<file path="config.mk">
export PLATFORM = sky130hd
export DESIGN_NAME = cursor_nav
export DESIGN_NICKNAME = d
export VERILOG_FILES = /design/src/rtl/cursor_nav.sv
export SDC_FILE = /design/constraint.sdc
export NUM_CORES = 1
export LEC_CHECK = 0
export CORE_ASPECT_RATIO = 0.9
export CORE_MARGIN = 2
export CORE_UTILIZATION = 36
export CTS_BUF_LIST = sky130_fd_sc_hd__clkbuf_8
export DETAILED_ROUTE_END_ITERATION = 10
export PLACE_DENSITY_LB_ADDON = 0.05
export SKIP_CTS_REPAIR_TIMING = 1
export SLEW_MARGIN = 20
export SYNTH_ARGS = -nofsm -noshare
export SYNTH_HDL_FRONTEND = slang
export SYNTH_SLANG_ARGS = --single-unit
</file>
<file path="constraint.sdc">
create_clock -name clk -period 2.8 [get_ports clk]
set_input_delay 0.42 -clock clk [delete_from_list [all_inputs] [get_ports clk]]
set_output_delay 0.42 -clock clk [all_outputs]
set_load 0.02 [all_outputs]
</file>
<file path="src/rtl/cursor_nav.sv">
// Cursor navigation over a ROWS x COLS menu grid with select/confirm and idle auto-home.
// Latency: every input pulse is reflected on the registered outputs one cycle later.
// Backpressure: none; one pulse per cycle is acted on (sel > back > up > down > left > right).
//
// Ports:
//   clk, rst                 clock, synchronous active-high reset
//   up/down/left/right_pulse one-cycle movement requests
//   sel_pulse, back_pulse    one-cycle select/confirm and cancel requests
//   cur_row, cur_col,cur_idx registered cursor position and flat index
//   pending                  high while a selection awaits confirmation
//   item_valid, item_idx     confirmed item pulse and its held index
//   moved, idle_home         cursor-changed and timeout-fired pulses
// Build option: define CURSOR_WRAP_EN to make moves wrap at grid edges
// instead of saturating.
module cursor_nav #(
  parameter int unsigned ROWS    = 4,
  parameter int unsigned COLS    = 4,
  parameter int unsigned TIMEOUT = 50000
) (
  input  logic                      clk,
  input  logic                      rst,
  input  logic                      up_pulse,
  input  logic                      down_pulse,
  input  logic                      left_pulse,
  input  logic                      right_pulse,
  input  logic                      sel_pulse,
  input  logic                      back_pulse,
  output logic [((ROWS > 1) ? $clog2(ROWS) : 1)-1:0]               cur_row,
  output logic [((COLS > 1) ? $clog2(COLS) : 1)-1:0]               cur_col,
  output logic [((ROWS * COLS > 1) ? $clog2(ROWS * COLS) : 1)-1:0] cur_idx,
  output logic                      pending,
  output logic                      item_valid,
  output logic [((ROWS * COLS > 1) ? $clog2(ROWS * COLS) : 1)-1:0] item_idx,
  output logic                      moved,
  output logic                      idle_home
);

  localparam int RW = (ROWS > 1) ? $clog2(ROWS) : 1;
  localparam int CW = (COLS > 1) ? $clog2(COLS) : 1;
  localparam int IW = (ROWS * COLS > 1) ? $clog2(ROWS * COLS) : 1;
  localparam int TW = $clog2(TIMEOUT + 1);

`ifdef CURSOR_WRAP_EN
  localparam bit WRAP = 1'b1;
`else
  localparam bit WRAP = 1'b0;
`endif

  typedef enum logic [0:0] {BROWSE, CONFIRM} state_t;

  state_t        state, state_nxt;
  logic [RW-1:0] row_nxt;
  logic [CW-1:0] col_nxt;
  logic [IW-1:0] idx_nxt;
  logic [IW-1:0] pend_idx, pend_idx_nxt;
  logic [IW-1:0] item_idx_nxt;
  logic [TW-1:0] idle_cnt, idle_cnt_nxt;
  logic          item_valid_nxt, moved_nxt, idle_home_nxt;
  logic          any_in;

  always_ff @(posedge clk) begin
    if (rst) begin
      state      <= BROWSE;
      cur_row    <= '0;
      cur_col    <= '0;
      cur_idx    <= '0;
      pend_idx   <= '0;
      item_idx   <= '0;
      item_valid <= 1'b0;
      moved      <= 1'b0;
      idle_home  <= 1'b0;
      idle_cnt   <= '0;
    end else begin
      state      <= state_nxt;
      cur_row    <= row_nxt;
      cur_col    <= col_nxt;
      cur_idx    <= idx_nxt;
      pend_idx   <= pend_idx_nxt;
      item_idx   <= item_idx_nxt;
      item_valid <= item_valid_nxt;
      moved      <= moved_nxt;
      idle_home  <= idle_home_nxt;
      idle_cnt   <= idle_cnt_nxt;
    end
  end

  assign pending = (state == CONFIRM);

  always_comb begin
    state_nxt      = state;
    row_nxt        = cur_row;
    col_nxt        = cur_col;
    pend_idx_nxt   = pend_idx;
    item_idx_nxt   = item_idx;
    item_valid_nxt = 1'b0;
    moved_nxt      = 1'b0;
    idle_home_nxt  = 1'b0;
    idle_cnt_nxt   = idle_cnt;
    any_in = up_pulse | down_pulse | left_pulse | right_pulse | sel_pulse | back_pulse;

    if (any_in) begin
      // Any pulse, even one that is ignored, counts as user activity.
      idle_cnt_nxt = '0;
      if (sel_pulse) begin
        if (state == BROWSE) begin
          pend_idx_nxt = cur_idx;
          state_nxt    = CONFIRM;
        end else begin
          item_valid_nxt = 1'b1;
          item_idx_nxt   = pend_idx;
          state_nxt      = BROWSE;
        end
      end else if (back_pulse) begin
        state_nxt = BROWSE;
      end else if (state == BROWSE) begin
        if (up_pulse) begin
          if (cur_row != '0)  row_nxt = cur_row - RW'(1);
          else if (WRAP)      row_nxt = RW'(ROWS - 1);
        end else if (down_pulse) begin
          if (cur_row != RW'(ROWS - 1)) row_nxt = cur_row + RW'(1);
          else if (WRAP)                row_nxt = '0;
        end else if (left_pulse) begin
          if (cur_col != '0)  col_nxt = cur_col - CW'(1);
          else if (WRAP)      col_nxt = CW'(COLS - 1);
        end else begin
          if (cur_col != CW'(COLS - 1)) col_nxt = cur_col + CW'(1);
          else if (WRAP)                col_nxt = '0;
        end
        // A wrap on a size-1 dimension lands on the same cell, so no pulse.
        moved_nxt = (row_nxt != cur_row) || (col_nxt != cur_col);
      end
    end else if (idle_cnt == TW'(TIMEOUT - 1)) begin
      row_nxt       = '0;
      col_nxt       = '0;
      state_nxt     = BROWSE;
      idle_home_nxt = 1'b1;
      moved_nxt     = (cur_row != '0) || (cur_col != '0);
      idle_cnt_nxt  = '0;
    end else begin
      idle_cnt_nxt = idle_cnt + TW'(1);
    end

    // Index derived from the next position so it registers alongside row/col.
    idx_nxt = IW'(row_nxt) * IW'(COLS) + IW'(col_nxt);
  end

endmodule

</file>
Word level (Yosys, flattened, before mapping). Cells that the tools add are included.

Flip-flop bits (word level): 36. Bits of input ports: 8. Output and inout bits: 16. Logic and storage cells: 80.

$add $sub $neg: 6. Eq/ne operators: 6. Multiplexer cells: 39. Bitwise gates (word level): 8. Reductions and logical operators: 11.

Operator list (count): $mux W2 (27); $add A16 B1 Y16 const B (1); $eq A16 B16 Y1 const B (1); $mux W1 (12); $reduce_and A3 Y1 (2); $reduce_bool A2 Y1 (3); $reduce_or A3 Y1 (2); $or A1 B1 Y1 (5); $add A2 B1 Y2 const B (2); $add A4 B2 Y4 (1); $ne A2 B2 Y1 (2); $ne A2 B2 Y1 const B (2); $sub A2 B1 Y2 const B (2); $ne A3 B3 Y1 const B (1); $not A1 Y1 (3); $logic_or A1 B1 Y1 (2); $reduce_and A2 Y1 (1); $reduce_or A2 Y1 (1).

Logic depth before layout (Yosys ltp).
Word-level depth: 15. Depth in mapped cells: 7. Gate-level depth less buffers: 5.

Worst setup path after synthesis. OpenSTA, ideal clock, no wires.

Path type: flip-flop to flip-flop. Start: reg idle_cnt[4]. End: reg idle_cnt[15]. Library setup time: 115 ps. Data arrival time: 1614 ps. Required time: 2685 ps. Path slack: 1071 ps. Cell stages (with the launch flop): 8. Buffers on the path: 3. Clock period less this slack: 1729 ps. Cell sequence: dfxtp_1 -> buf_6 -> or4b_4 -> nor4_4 -> or2_1 -> buf_6 -> buf_12 -> nor2_1.

Word-level cells in the longest chain between the ends: 2. Elaborated cells on any way between the ends: 3. Those cells by class: add/sub: 1; eq/ne: 1; reduce/logical: 1.

Ends and longest elaborated chain: start, declared (RTL line 57) `logic [TW-1:0] idle_cnt, idle_cnt_nxt;`; start signal, assigned (RTL line 83) `idle_cnt <= idle_cnt_nxt;`; branches (longest 2 deep; another with $add A16 B1 Y16).

Parallel ways; which one is timed is not known. A chain may end at the register's enable or synchronous reset.

Worst setup path after layout.
Start: reg idle_cnt[0]. End: reg idle_cnt[3].

The elaborated chain is that of the path after synthesis.

==> key figures <==
Timing
  – Clock skew: between 0.007 and 0.008 ns
  – Achievable frequency: 461 MHz
  – Fin. Hold Viols: 0
  – Final slew viol count: 0
  – Min cycle time layout: roughly 2.2 ns
  – Setup_tns: 0 ns
  – Slew @ Worst Pin: ~0.58 ns
  – Slew HR: 61.5%
  – RSZ-0062 raised after global routing: false
  – Endpoints failing setup: 0
  – Final period util: between 70 and 80%

Worst setup path
  – CP bufs+invs: 0
  – Worst setup SP type: flip-flop
  – CP peak stage delay: approximately 0.51 ns
  – Reg2Reg Depth: 5
  – Critical-path top delay cell: or2_1
  – CP Cell Sequence: ha_1 -> nand4_1 -> nor4_4 -> or2_1 -> nor2_1
  – Arr. time, crit path: roughly 2.3 ns
  – Worst setup path class: reg -> reg
  – CP startpoint: idle_cnt[0]
  – Internal reg-to-reg setup slack: around 0.63 ns
  – Critical path's top delay family: simple AND/OR/NAND/NOR gates
  – Critical path peak fanout: 16
  – Worst reg2reg path endpoint: idle_cnt[3]
  – Reg2reg start: idle_cnt[0]
  – Logic depth of the worst path, buffers included: 5
  – Data required, critical path: 2.94 ns
  – Kind of end point of the critical path: flip-flop

Finish
  – Fin area: ~1800 um^2
  – Layout cell share with drive strength beyond 1: roughly 6.0%
  – Antenna diodes: 0
  – Nets@finish: 207
  – Layout area overhead: 18.5%
  – Final core occ: approximately 45%

CTS
  – Clock tree sinks: 32
  – Clock Latency Late Sink: 0.27 ns
  – Max clock buf depth: 2
  – CTS buffer count: 5
  – Clk root buf: clkbuf_8
  – H-tree depth: 2
  – Clk pin slew, worst setup/hold paths: roughly 0.07 ns
  – TritonCTS clock tree: built

Global route
  – Vias in the first global route: between 1000 and 1500
  – Total gr overflow: 0
  – Initial antenna violation count: 0
  – GRT Total Usage: between 10 and 15%
  – First-pass GRT wire length: approximately 5500 um
  – Largest net degree at the start of global routing: 17

Synthesis
  – Largest area contributor in the netlist: dfxtp_1
  – Post-synth top cells: dfxtp_1, nor2_1, nand2_1, nand3_1, a21oi_1
  – Yosys top cell area share: between 40% and 50%
  – Unique masters post-synth: 41
  – Mapped Avg Cell Area: between 8 and 9 um^2
  – Synth Cell Area: between 1500 and 2000 um^2
  – Top-count cell post-synth: dfxtp_1
  – Yosys warnings: 0
  – FF+latch count, synth: 32
  – Ys flop type: dfxtp_1
  – Syn_nets: approximately 190
  – Post-synth EDFFs: 0
  – Register area share after synthesis: about 40%
  – Main area contributors after synthesis: dfxtp_1, nor2_1, xnor2_1, xor2_1, mux2i_1
  – Cells after Synth: about 180
  – Synth async-reset ratio: 0%

Drt
  – Per-cell routed wire length: ~13 um
  – Vias per cell: 5.22
  – DRT Pass-1 Iters: 4
  – Vias: approximately 1300
  – DRT Wirelength: between 3000 and 4000 um
  – Residual DRC: 0
  – Iteration-0 DRC Markers: a little under 60
  – Routed Antenna Nets: 0

Pwr
  – Leakage: 0.000576 uW
  – Power per cell area: approximately 470 nW/um^2
  – Peak supply drop: 0.000358 V

Floorplan
  – IO Count: 24
  – Starting Density: a little under two fifths
  – # rows: 22
  – Die Footprint: 4880 um^2
  – Die Ht: 66.5 um
  – Core Box Area: around 4100 um^2
  – Die Span X: roughly 73 um

Hold path
  – Hold Path Origin: item_idx[3]
  – Worst Hold Path Cells: 2
  – Hold Crit Class: reg -> reg
  – Worst min-delay path endpoint: item_idx[3]

Place
  – GP Congestion: 0.765
  – Placed cell area: 1760 um^2
  – PortBufs: 23
  – Hpwl dp: ~2400 um

Flow run
  – Max Cap Viol: 0

Run status
  – Status: finished, final reports clean
==> stage by stage <==
| stage | worst slack, ns | total power, uW | hold slack (ns) | cells |
|---|---|---|---|---|
| floorplan | 1.07 | 508 | 0.437 | 182 |
| global placement | 0.502 | 530 | 0.444 | 239 |
| detailed placement | 0.427 | 531 | 0.446 | 239 |
| CTS | 0.612 | 893 | 0.455 | 247 |
| global route | 0.438 | 918 | 0.486 | 247 |
| finish | 0.628 | 878 | 0.453 | 247 |
==> final cells by class <==
type,instances,area (um^2)
flip-flops and latches,32,641
fillers,441,2280
clock buffers,6,82.6
repair buffers,24,238
multi-input cells,127,787
well taps,48,60.1
clock inverters,2,11.3
inverters,8,30.0
==> routing by layer <==
layer  vias to the layer above  GRT usage, %  routed length, um
met5                         -             0                  0
met2                        29          21.8               1370
met4                         0          3.41                 14
met1                       593          20.3               1670
met3                         2          4.24                160
li1                        666             -                  -
==> flip-flops by register name (all words and copies together) (netlist names) <==
signal,cells
cur_col,1
item_idx,4
idle_home,1
cur_idx,1
item_valid,1
idle_cnt,16
pend_idx,4
cur_row,2
moved,1
pending,1
==> power breakdown <==
group	switching, uW	internal, uW	total (uW)
clock network	162	196	358
logic	30.5	26.4	56.9
registers	5.07	458	463
==> cells by family (layout without fill, tap and decap cells) <==
| logic type | after synthesis | after routing | share of synthesized area (%) |
|---|---|---|---|
| buffers and inverters | 23 | 40 | 8.50 |
| multiplexers | 5 | 5 | 3.21 |
| AO/OA/AOI/OAI | 25 | 25 | 10.2 |
| adder cells (fa/ha/maj) | 1 | 1 | 0.802 |
| XOR/XNOR | 14 | 14 | 7.86 |
| flip-flops | 32 | 32 | 41.1 |
| AND/OR/NAND/NOR | 82 | 82 | 28.4 |
==> worst max path at each step <==
stage              endpoint  slack, ns
6_report        idle_cnt[3]       0.63
4_1_cts        idle_cnt[10]       0.61
3_3_place_gp    idle_cnt[2]       0.50
2_1_floorplan  idle_cnt[15]       1.07
3_5_place_dp    idle_cnt[3]       0.43
5_1_grt         idle_cnt[9]       0.44
==> layout by cell type (no fill, tap or decap), drive strengths merged, types with 2 or more instances in the layout <==
master / instances
a21boi: 2
a21oi: 9
and4: 2
clkbuf: 6
clkdlybuf4s50: 23
dfxtp: 32
inv: 9
mux2i: 5
nand2: 10
nand3: 10
nand4: 7
nor2: 28
nor2b: 2
nor3: 5
nor4: 7
o21ai: 4
or3: 3
or4: 2
xnor2: 8
xor2: 6
==> worst register-to-register path, stage by stage (launching register included) <==
cell and delay (ns):
dfxtp_1 0.39, ha_1 0.23, nand4_1 0.32, nor4_4 0.46, or2_1 0.51, nor2_1 0.11
Note: power is estimated with default switching activity, not from simulation.
==> variant (same flow settings) <==
The localparam `WRAP` goes from 1'b0 to 1'b1.
--- a/src/rtl/cursor_nav.sv
+++ b/src/rtl/cursor_nav.sv
@@ -43,7 +43,7 @@
 `ifdef CURSOR_WRAP_EN
   localparam bit WRAP = 1'b1;
 `else
-  localparam bit WRAP = 1'b0;
+  localparam bit WRAP = 1'b1;
 `endif
 
   typedef enum logic [0:0] {BROWSE, CONFIRM} state_t;
Function: changed (a bounded check fails within 4 cycles, from zero or initial values and one cycle with rst high).
==> variant against the original RTL <==
  * Setup slack gained 0.17 ns
  * Global-route usage grew 0.39 points
  * Combinational power grew 42%
  * Worst hold slack gained 0.0039 ns
  * Wire length grew 0.47%
  * Total power grew 5.0%
  * Synthesized area grew 1.5%
  * Sequential cell count is the same
  * Cell area grew 3.6%
  * Highest routed layer unchanged
==> variant: results (changes against the original RTL) <==
- EDFF count, synth: 0 (unchanged)
- Hold Crit Class: reg -> reg
- Critical path peak fanout: 16 (unchanged)
- Htree depth: 2 (unchanged)
- Top FF cell, synth: dfxtp_1
- Total GRT Usage: 0.1488 (+0.003868)
- Worst hold path depth: 2 (unchanged)
- Clock Latency Late Sink: 0.29 ns (+0.02 ns)
- Worst Path Arrival: 2.22 ns (-0.09 ns)
- Status: finished clean
- DP HPWL: 2.337 mm (-2.1%)
- First-pass GRT wire length: 5.533 mm (-0.13%)
- Avg WL per Cell: 12.63 um (-3.1%)
- FFs w/ async S/R, synth: 0 (unchanged)
- Fin nets: 206 (-0.48%)
- Vias/cell: 4.813 (-7.9%)
- Final non-filler cell total: 256 (+3.6%)
- YS warnings: 0 (unchanged)
- CTS root buf: clkbuf_8
- Synth cell count leaders: dfxtp_1, nor2_1, nand2_1, xnor2_1, nand3_1
- Layout cells sized above 1: 0.1327 (+0.07235)
- Clk slew on worst S/H paths: 0.07 ns (about the same)
- Final hold viol count: 0 (unchanged)
- Clk buf depth: 2 (unchanged)
- Library cells used by synthesis: 40 (-2.4%)
- Hold Worst Slack: 0.4568 ns (+0.003922 ns)
- Slew @ Worst Pin: 0.5349 ns (-0.04117 ns)
- Initial antenna violation count: 0 (unchanged)
- Top Registers: idle_cnt (16), item_idx (4), pend_idx (4)
- Reg2reg start: idle_cnt[7]
- Reg2Reg Setup Slack: 1.05 ns (+0.42 ns)
- Seq/Total Area, Yosys: 0.4044 (-0.006162)
- Worst-case reg-to-reg path depth: 5 (unchanged)
- Initial DRC count: 48 (-19%)
- Syn nets: 185 (-3.1%)
- Critical register-to-register path endpoint: idle_cnt[2]
- Placed Cells: 248 (+3.8%)
- Worst vdd ir: 251.0 uV (-30%)
- Vias in the first global route: 1182 (-4.2%)
- Syn Area/Cell: 9.104 sq um (+6.2%)
- Pre-CTS WS: 0.5198 ns (+0.09321 ns)
- Clock skew: 0.009099 ns (+0.001894 ns)
- Leakage: 0.6025 nW (+4.6%)
- Top cells by area, synth: dfxtp_1, xnor2_1, nor2_4
- Routability congestion estimate: 0.8484 (+11%)
- Largest net degree at the start of global routing: 18 (+1)
## variant: kinds of logic (layout without fill, tap and decap cells)
kind of cell,Yosys count,count (layout),share of synthesized area
and+or+nand+nor,82,82,0.3104
DFF,32,32,0.4044
buffers and inverters,19,41,0.07030
AOI/OAI and AO/OA,17,17,0.07031
xor gates and xnor gates,15,15,0.08294
muxes,6,6,0.03792
adders and majority gates,3,3,0.02370
## variant: layer usage
layer  track usage  share of wire  up-vias
met5             0              0        -
met4       0.05455          0.015        0
met3       0.04539          0.037        5
met2        0.2188           0.41       22
met1        0.2031           0.54      567
li1              -              -      638
## variant: report_power, final
part	switching, mW	total [mW]	leakage [nW]	internal, mW
combinational	0.0424	0.0806	0.293	0.0382
clock	0.175	0.371	0.0510	0.196
sequential	0.00919	0.470	0.259	0.461
## variant: area by class of cell
class                           instances  area [sq um]
Sequential cell                        32         640.6
Fill cell                             415          2241
Clock buffer                            6         82.58
Timing Repair Buffer                   25         245.2
Inverter                                8         30.03
Tap cell                               60         75.07
Clock inverter                          2         10.01
Multi-Input combinational cell        123         832.0
## variant: worst max-delay path by stage
stage	from	end	slack (ns)	depth (start not counted)
final	sel_pulse	idle_cnt[14]	0.80	6
after global routing	sel_pulse	idle_cnt[3]	0.72	6
after CTS	sel_pulse	idle_cnt[14]	0.82	6
after detailed placement	sel_pulse	idle_cnt[14]	0.52	6
after global placement	sel_pulse	idle_cnt[14]	0.60	6
after floorplan	sel_pulse	idle_cnt[12]	1.13	7
## variant: per-stage QoR
step	utilization	area [sq um]
CTS	0.4609	1916
finish	0.4609	1916
global placement	0.4386	1823
floorplan	-	1584
global route	0.4609	1916
detailed placement	0.4386	1823
## variant: worst max-delay path, cell delays in order
cell             delay, ns
clkdlybuf4s50_1       0.59
nor2_2                0.26
nand3_1               0.16
or3_1                 0.39
buf_4                 0.24
a21oi_1               0.14
